## config.mk

```make
export PLATFORM = sky130hd
export DESIGN_NAME = uart_core_v2
export DESIGN_NICKNAME = d
export VERILOG_FILES = /design/src/rtl/uart_core_v2.sv
export SDC_FILE = /design/constraint.sdc
export NUM_CORES = 1
export LEC_CHECK = 0
export ABC_AREA = 1
export BUFFER_PORTS_ARGS = -buffer_cell sky130_fd_sc_hd__buf_2
export CORE_MARGIN = 2
export CORE_UTILIZATION = 56
export CTS_CLUSTER_DIAMETER = 80
export DETAILED_ROUTE_END_ITERATION = 10
export PLACE_DENSITY = 0.77
export REMOVE_ABC_BUFFERS = 1
export SLEW_MARGIN = 15
export SYNTH_ARGS = -nofsm -noshare
export SYNTH_HDL_FRONTEND = slang
export SYNTH_SLANG_ARGS = --single-unit
```

## constraint.sdc

```tcl
create_clock -name pclk_i -period 3.2 [get_ports pclk_i]
set_clock_uncertainty 0.1 [all_clocks]
set_input_delay 0.64 -clock pclk_i [delete_from_list [all_inputs] [get_ports pclk_i]]
set_output_delay 0.64 -clock pclk_i [all_outputs]
set_load 0.02 [all_outputs]
```

## src/rtl/uart_core_v2.sv

```systemverilog
// uart_core_v2 - register-mapped UART with TX/RX FIFOs, 5..8 data bits,
// optional even/odd parity, 1 or 2 stop bits, loopback, sticky errors,
// watermark and RX-timeout interrupts.
// Ports:
//   pclk_i, prst_i             clock, synchronous active-high reset
//   paddr_i, pwdata_i          byte address / write data
//   pwrite_i, pread_i          access strobes (write wins)
//   prdata_o                   registered read data, held until next read
//   rx_i, tx_o                 serial pads (tx_o idle high)
//   intr_*_o                   registered level interrupts
module uart_core_v2 #(
   parameter int DATA_W     = 8,
   parameter int FIFO_DEPTH = 8,
   parameter int BAUD_W     = 16
) (
   input  logic        pclk_i,
   input  logic        prst_i,
   input  logic [11:0] paddr_i,
   input  logic [31:0] pwdata_i,
   input  logic        pwrite_i,
   input  logic        pread_i,
   output logic [31:0] prdata_o,
   input  logic        rx_i,
   output logic        tx_o,
   output logic        intr_tx_o,
   output logic        intr_rx_o,
   output logic        intr_rx_timeout_o,
   output logic        intr_err_o
);
   localparam int AW = $clog2(FIFO_DEPTH);
   localparam int CW = AW + 1;
   localparam logic [BAUD_W:0]   ONE_B = 1;
   localparam logic [BAUD_W-1:0] ONE_N = 1;

   typedef enum logic [2:0] {S_IDLE, S_START, S_DATA, S_PAR, S_STOP} st_t;

   // configuration and status
   logic [BAUD_W-1:0] baud;
   logic [5:0]        ctrl;
   logic [3:0]        ie;
   logic [7:0]        tx_wm, rx_wm, rx_to;
   logic              rx_ovf, par_err, frm_err, tx_ovf;

   logic rd, wr_tx, wr_st, rd_rx;
   logic unused_bits;
   assign rd          = pread_i & ~pwrite_i;
   assign wr_tx       = pwrite_i && paddr_i == 12'h004;
   assign wr_st       = pwrite_i && paddr_i == 12'h010;
   assign rd_rx       = rd && paddr_i == 12'h008;
   assign unused_bits = ^pwdata_i;

   // FIFOs
   logic [DATA_W-1:0] tx_mem [FIFO_DEPTH];
   logic [DATA_W-1:0] rx_mem [FIFO_DEPTH];
   logic [AW-1:0]     tx_wp, tx_rp, rx_wp, rx_rp;
   logic [CW-1:0]     tx_cnt, rx_cnt;
   logic tx_full, tx_empty, rx_full, rx_empty, tx_push, tx_pop, rx_push, rx_pop;

   // TX
   st_t               tx_st, tx_nx;
   logic [BAUD_W-1:0] t_n;
   logic [BAUD_W:0]   t_cnt, t_lim;
   logic [3:0]        t_bit;
   logic [DATA_W-1:0] t_sh;
   logic t_par_en, t_stop2, t_par, t_last, t_line, tx_q, tx_go, tx_ok;

   // RX
   st_t               rx_st, rx_nx;
   logic [BAUD_W-1:0] r_n, r_cnt;
   logic [3:0]        r_bit;
   logic [DATA_W-1:0] r_sh;
   logic s1, s2, s_prev, r_par_en, r_odd, r_go, r_samp, byte_v;
   logic frm_set, par_set, ovf_set;

   // timeout
   logic [BAUD_W-1:0] to_div;
   logic [7:0]        to_cnt;
   logic              to_flag;

   logic [31:0] status;

   assign tx_full  = tx_cnt == CW'(FIFO_DEPTH);
   assign tx_empty = tx_cnt == '0;
   assign rx_full  = rx_cnt == CW'(FIFO_DEPTH);
   assign rx_empty = rx_cnt == '0;
   assign tx_push  = wr_tx & ~tx_full;
   assign tx_pop   = tx_go;
   assign rx_push  = byte_v & ~rx_full;
   assign rx_pop   = rd_rx & ~rx_empty;
   assign tx_ok    = ctrl[0] & ~tx_empty & (baud >= BAUD_W'(4));
   // loopback keeps the pad quiet while the frame runs internally
   assign tx_o     = tx_q | ctrl[5];

   always_ff @(posedge pclk_i) begin
      if (tx_push) tx_mem[tx_wp] <= pwdata_i[DATA_W-1:0];
      if (rx_push) rx_mem[rx_wp] <= r_sh;
   end

   // TX next state; t_line is the bit level for the current state
   always_comb begin
      tx_nx  = tx_st;
      tx_go  = 1'b0;
      t_line = 1'b1;
      t_lim  = (tx_st == S_STOP && t_stop2) ? {t_n, 1'b0} - ONE_B : {1'b0, t_n} - ONE_B;
      t_last = t_cnt == t_lim;
      case (tx_st)
         S_IDLE:  if (tx_ok) begin tx_nx = S_START; tx_go = 1'b1; end
         S_START: begin t_line = 1'b0; if (t_last) tx_nx = S_DATA; end
         S_DATA:  begin
            t_line = t_sh[0];
            if (t_last && t_bit == 4'(DATA_W-1)) tx_nx = t_par_en ? S_PAR : S_STOP;
         end
         S_PAR:   begin t_line = t_par; if (t_last) tx_nx = S_STOP; end
         S_STOP:  if (t_last) begin
            // back-to-back frames skip IDLE entirely
            if (tx_ok) begin tx_nx = S_START; tx_go = 1'b1; end
            else tx_nx = S_IDLE;
         end
         default: tx_nx = S_IDLE;
      endcase
   end

   // RX next state; START samples mid-bit, later bits N cycles apart
   always_comb begin
      rx_nx   = rx_st;
      r_go    = 1'b0;
      r_samp  = (rx_st == S_START) ? (r_cnt == (r_n >> 1)) : (r_cnt == r_n - ONE_N);
      frm_set = 1'b0;
      par_set = 1'b0;
      case (rx_st)
         S_IDLE:  if (s_prev && !s2 && ctrl[1] && baud >= BAUD_W'(4)) begin
            rx_nx = S_START; r_go = 1'b1;
         end
         S_START: if (r_samp) rx_nx = s2 ? S_IDLE : S_DATA;
         S_DATA:  if (r_samp && r_bit == 4'(DATA_W-1)) rx_nx = r_par_en ? S_PAR : S_STOP;
         S_PAR:   if (r_samp) begin
            rx_nx   = S_STOP;
            par_set = s2 != (^r_sh ^ r_odd);
         end
         S_STOP:  if (r_samp) begin rx_nx = S_IDLE; frm_set = ~s2; end
         default: rx_nx = S_IDLE;
      endcase
      ovf_set = byte_v & rx_full;
   end

   always_comb begin
      status        = '0;
      status[0]     = tx_full;
      status[1]     = tx_empty;
      status[2]     = rx_full;
      status[3]     = rx_empty;
      status[4]     = tx_st != S_IDLE;
      status[5]     = rx_ovf;
      status[6]     = par_err;
      status[7]     = frm_err;
      status[15:8]  = 8'(tx_cnt);
      status[23:16] = 8'(rx_cnt);
      // bit 8 is shared: TX_OVF overlays the LSB of tx_count
      status[8]     = tx_cnt[0] | tx_ovf;
   end

   always_ff @(posedge pclk_i) begin
      if (prst_i) begin
         baud <= '0; ctrl <= '0; ie <= '0; tx_wm <= '0; rx_wm <= '0; rx_to <= '0;
         rx_ovf <= 1'b0; par_err <= 1'b0; frm_err <= 1'b0; tx_ovf <= 1'b0;
         tx_wp <= '0; tx_rp <= '0; tx_cnt <= '0; rx_wp <= '0; rx_rp <= '0; rx_cnt <= '0;
         tx_st <= S_IDLE; tx_q <= 1'b1; t_n <= '0; t_cnt <= '0; t_bit <= '0; t_sh <= '0;
         t_par_en <= 1'b0; t_stop2 <= 1'b0; t_par <= 1'b0;
         // synchroniser idles high so reset release is not a falling edge
         s1 <= 1'b1; s2 <= 1'b1; s_prev <= 1'b1;
         rx_st <= S_IDLE; r_n <= '0; r_cnt <= '0; r_bit <= '0; r_sh <= '0;
         r_par_en <= 1'b0; r_odd <= 1'b0; byte_v <= 1'b0;
         to_div <= '0; to_cnt <= '0; to_flag <= 1'b0;
         prdata_o <= '0;
         intr_tx_o <= 1'b0; intr_rx_o <= 1'b0; intr_rx_timeout_o <= 1'b0; intr_err_o <= 1'b0;
      end else begin
         if (pwrite_i) begin
            case (paddr_i)
               12'h000: baud  <= pwdata_i[BAUD_W-1:0];
               12'h00C: ctrl  <= pwdata_i[5:0];
               12'h014: ie    <= pwdata_i[3:0];
               12'h018: tx_wm <= pwdata_i[7:0];
               12'h01C: rx_wm <= pwdata_i[7:0];
               12'h020: rx_to <= pwdata_i[7:0];
               default: ;
            endcase
         end
         if (rd) begin
            case (paddr_i)
               12'h000: prdata_o <= 32'(baud);
               12'h008: prdata_o <= rx_empty ? '0 : 32'(rx_mem[rx_rp]);
               12'h00C: prdata_o <= 32'(ctrl);
               12'h010: prdata_o <= status;
               12'h014: prdata_o <= 32'(ie);
               12'h018: prdata_o <= 32'(tx_wm);
               12'h01C: prdata_o <= 32'(rx_wm);
               12'h020: prdata_o <= 32'(rx_to);
               default: prdata_o <= '0;
            endcase
         end
         // sticky: set beats write-1-to-clear
         rx_ovf  <= ovf_set    | (rx_ovf  & ~(wr_st & pwdata_i[5]));
         par_err <= par_set    | (par_err & ~(wr_st & pwdata_i[6]));
         frm_err <= frm_set    | (frm_err & ~(wr_st & pwdata_i[7]));
         tx_ovf  <= (wr_tx & tx_full) | (tx_ovf & ~(wr_st & pwdata_i[8]));

         if (tx_push) tx_wp <= tx_wp + AW'(1);
         if (tx_pop)  tx_rp <= tx_rp + AW'(1);
         if (rx_push) rx_wp <= rx_wp + AW'(1);
         if (rx_pop)  rx_rp <= rx_rp + AW'(1);
         tx_cnt <= tx_cnt + CW'(tx_push) - CW'(tx_pop);
         rx_cnt <= rx_cnt + CW'(rx_push) - CW'(rx_pop);

         // TX datapath; the registered line delays the wire one cycle
         tx_st <= tx_nx;
         tx_q  <= t_line;
         if (tx_go) begin
            t_n      <= baud;
            t_par_en <= ctrl[2];
            t_stop2  <= ctrl[4];
            t_sh     <= tx_mem[tx_rp];
            t_par    <= ^tx_mem[tx_rp] ^ ctrl[3];
            t_cnt    <= '0;
            t_bit    <= '0;
         end else if (tx_st != S_IDLE) begin
            if (t_last) begin
               t_cnt <= '0;
               if (tx_st == S_DATA) begin
                  t_sh  <= t_sh >> 1;
                  t_bit <= t_bit + 4'd1;
               end
            end else t_cnt <= t_cnt + ONE_B;
         end

         // RX datapath; byte_v pushes one cycle after the stop sample
         s1     <= ctrl[5] ? tx_q : rx_i;
         s2     <= s1;
         s_prev <= s2;
         rx_st  <= rx_nx;
         byte_v <= 1'b0;
         if (r_go) begin
            r_n      <= baud;
            r_par_en <= ctrl[2];
            r_odd    <= ctrl[3];
            r_cnt    <= '0;
            r_bit    <= '0;
         end else if (rx_st != S_IDLE) begin
            if (r_samp) begin
               r_cnt <= '0;
               if (rx_st == S_DATA) begin
                  r_sh  <= {s2, r_sh[DATA_W-1:1]};
                  r_bit <= r_bit + 4'd1;
               end
               if (rx_st == S_STOP) byte_v <= s2;
            end else r_cnt <= r_cnt + ONE_N;
         end

         // RX timeout counts bit times of idle line with data waiting
         if (rx_pop || rx_push) begin
            to_div <= '0; to_cnt <= '0; to_flag <= 1'b0;
         end else begin
            if (!rx_empty && rx_st == S_IDLE) begin
               if (to_div == baud - ONE_N) begin
                  to_div <= '0;
                  if (to_cnt != 8'hFF) to_cnt <= to_cnt + 8'd1;
               end else to_div <= to_div + ONE_N;
            end
            if (rx_to != 8'd0 && to_cnt == rx_to) to_flag <= 1'b1;
         end

         intr_tx_o         <= ie[0] & (8'(tx_cnt) <= tx_wm);
         intr_rx_o         <= ie[1] & (8'(rx_cnt) >= rx_wm) & (rx_cnt != '0);
         intr_rx_timeout_o <= ie[2] & to_flag;
         intr_err_o        <= ie[3] & (rx_ovf | par_err | frm_err | tx_ovf);
      end
   end
endmodule

```

==> results_dict.tcl <==
set metrics [dict create \
    period_share 0.9545 \
    fin_setup_tns_ps 0 \
    crit_type "flip-flop to flip-flop" \
    grt_first_pass_wirelength_um 72640 \
    slew_headroom 0.4504 \
    ys.flop_type "dfxtp_1" \
    ir_drop_mv 0.5528 \
    cts_tree "done" \
    async_flop_share 0 \
    p_leak_nw 8.669 \
    yosysUniqueCellTypes 57 \
    cap_violations 0 \
    place_area_mm2 0.01919 \
    status "finished, final reports clean" \
    r2r-start "t_n[1]" \
    finalSetupViolations 0 \
    path_cells "buf_4, nor2_4, nand2_4, nor2_4, nand2_2, nand3_2, nand2_1, nand2_1, nand2_1, nor2_2, nand2_1, nor2_2, nand3_4, nand2_2, nand2_2, inv_2, ha_4, inv_2, ha_4, inv_2, fa_2, nor2_1" \
    cp-end-kind "flip-flop" \
    firstDrtPassIters 6 \
    diodes 0 \
    power.density_mw_per_mm2 498.2 \
    p_int_mw 7.877 \
    clk_latency_ps 540 \
    cts.path.max_buffers 3 \
    nets 2531 \
    io_buffers 57 \
    htreeDepth 2 \
    power_frac_comb 0.079 \
    cts-root-buf "clkbuf_16" \
    drc 0 \
    fin_crit_ps 3054 \
    power_frac_clock 0.453 \
    synth-compound-area-share 0.1284 \
    max_stage_delay_ps 520 \
    ant_nets 0 \
    grt_max_degree 61 \
    design_area_mm2 0.02084 \
    slowest_stage "fa_2" \
    fp-row-count 66 \
    wl_um 45570 \
    core_mm2 0.03229 \
    synth_fa_ha_area_frac 0.02623 \
    critPathTopFamily "simple AND/OR/NAND/NOR gates" \
    synth_top_area_frac 0.2570 \
    overflow 0 \
    initial_core_util 0.5644 \
    cpMostUsedCell "nand2_1" \
    wl_per_cell_um 15.62 \
    multiInputGateArea_mm2 0.008531 \
    fp.dieArea_mm2 0.03400 \
    seq_area_frac_synth 0.4679 \
    fmax_mhz 327.4 \
    worstPathArrival_ps 3360 \
    clkTransAtPathRegs_ps 60 \
    synth.area.mux_share 0.002197 \
    seqCellArea_mm2 0.008536 \
    syn_to_final_growth_pct 14.36 \
    track_usage 0.2661 \
    cp-start-kind "flip-flop" \
    drv_slew 0 \
    final_cell_mix "457 x nand2_1, 283 x nor2_1, 252 x inv_1" \
    total_power_mw 10.38 \
    whs_ps 274.6 \
    syn-instance-count 2351 \
    grt_pass1_vias 14890 \
    path_buf_inv 4 \
    hp-start "pwdata_i[15]" \
    synth_top_cell_by_area "dfxtp_1" \
    routabilityCongestion 0.9173 \
    grt_antenna_before_repair 0 \
    die_w_um 184.4 \
    syn_area_mm2 0.01822 \
    dp_hpwl_um 31920 \
    synth_edf_count 128 \
    yosys_warnings 0 \
    p_switching_mw 2.507 \
    layout_commonest_cell "nand2_1" \
    swShare 0.2414 \
    numCtsBuffers 39 \
    ioPinCount 86 \
    synth_seq_cells 362 \
    drive_gt1_frac 0.1195 \
    hold_path.class "input pin to flip-flop" \
    drt-vias-per-instance 5.513 \
    critPathRequiredTime_ps 3500 \
    synthTopCellsByArea "dfxtp_1 26%, edfxtp_1 21%, nand2_1 9.7%" \
    clkSinkCount 362 \
    cp_max_fo 5 \
    vias 16090 \
    die_y_um 184.4 \
    hold_violations 0 \
    nFillCells 2669 \
    synth_simple_gate_area_share 0.2582 \
    synth_top_family_by_area "simple AND/OR/NAND/NOR gates" \
    drtIter0Drc 1298 \
    crit_start "t_n[1]" \
    pwr-share-seq 0.468 \
    synth_xor_area_frac 0.03797 \
    worst_slew_pin_slew_ps 821.4 \
    syn_avg_cell_area_um2 7.752 \
]
registers in the layout, summed over array words and instances, names as in the netlist, 16 cells and up, named ones only:
signal / count
tx_mem: 64
t_cnt: 17
prdata_o: 20
r_n: 16
t_n: 16
to_div: 16
rx_mem: 64
baud: 16
r_cnt: 16
synth_stat cells, types with 2 or more instances:
master / count
clkbuf_1: 58
nor2_4: 4
nand3_1: 188
nand2_2: 5
or2_2: 4
buf_6: 3
xnor2_1: 13
xor2_1: 66
a221oi_1: 6
a211oi_1: 23
nor4_1: 13
o21ai_0: 151
nor2_2: 11
inv_1: 258
mux2i_1: 4
nor2_1: 297
o22ai_1: 23
nand4_1: 29
dfxtp_1: 234
fa_1: 2
inv_2: 9
nand3b_1: 5
buf_4: 14
nor3b_1: 6
ha_1: 35
a31oi_1: 2
nand3_4: 2
buf_2: 15
o32ai_1: 17
a21oi_2: 4
o211ai_1: 3
nand2_1: 471
o21ai_1: 12
nor3_2: 3
o2111ai_1: 4
o21a_1: 3
and2_1: 3
nor3_1: 47
edfxtp_1: 128
a21oi_1: 159
path summary, 6_finish.rpt:
kind               end  cells after the start  slack, ps
max          tx_cnt[1]                     22        150
min           baud[15]                      3        270
max reg2reg  tx_cnt[1]                     22        150
min reg2reg         s2                      1        320
layer usage:
layer  share of wire  vias to the layer above  global-route usage  wire (µm)
met5               0                        -                   0          0
met4           0.039                        0              0.1133       1786
met3           0.069                      115             0.04782       3163
met2            0.47                      539              0.4519      21430
met1            0.42                     7425              0.3335      19190
li1                -                     8008                   -          -
kinds of logic (layout without fill, tap and decap cells):
| group | count (synthesis) | after routing |
|---|---|---|
| XOR/XNOR | 79 | 79 |
| flip-flops | 362 | 362 |
| multiplexers | 4 | 4 |
| AND/OR/NAND/NOR | 1094 | 1095 |
| adder cells (fa/ha/maj) | 37 | 37 |
| buffers and inverters | 358 | 471 |
| AO/OA/AOI/OAI | 416 | 416 |
| other | 1 | 12 |
final cells by class:
| type | instances | area share |
|---|---|---|
| multi-input combinational | 1643 | 0.4093 |
| inverter | 268 | 0.04839 |
| sequential | 362 | 0.4096 |
| tap | 442 | 0.02654 |
| clock inverter | 21 | 0.01267 |
| timing repair buffer | 131 | 0.04112 |
| clock buffer | 51 | 0.05241 |
repair_timing:
| item | CTS | global route |
|---|---|---|
| hold buffers | 0 | 0 |
| pin swaps | 0 | 34 |
| setup endpoints to repair | 2 | 29 |
| setup buffers | 0 | 7 |
| gates cloned | 0 | 1 |
| gates resized for setup | 3 | 69 |
per-stage QoR:
stage                     std cells    util  setup slack, ps
final                          2918  0.6455            145.7
after CTS                      2910  0.6365            15.24
after global placement         2838  0.5943            40.76
after global routing           2918  0.6455           -17.27
after floorplan                2272       -           -529.5
after detailed placement       2838  0.5943           -114.5
worst reg2reg max path, cell delays in order (launching register included):
cell and delay, ps:
dfxtp_2 320, buf_4 130, nor2_4 100, nand2_4 110, nor2_4 210, nand2_2 90
nand3_2 70, nand2_1 60, nand2_1 50, nand2_1 60, nor2_2 130, nand2_1 70
nor2_2 150, nand3_4 100, nand2_2 90, nand2_2 60, inv_2 80, ha_4 190
inv_2 60, ha_4 120, inv_2 40, fa_2 520, nor2_1 40
power groups by stage:
stage | Combinational [mW] | Clock [mW] | Sequential (mW)
floorplan | 0.542 | 0 | 4.95
global placement | 0.783 | 0 | 4.95
detailed placement | 0.804 | 0 | 4.95
CTS | 0.810 | 4.77 | 4.85
global route | 0.931 | 4.93 | 4.86
finish | 0.823 | 4.71 | 4.86
Note: power is estimated with default switching activity, not from simulation.
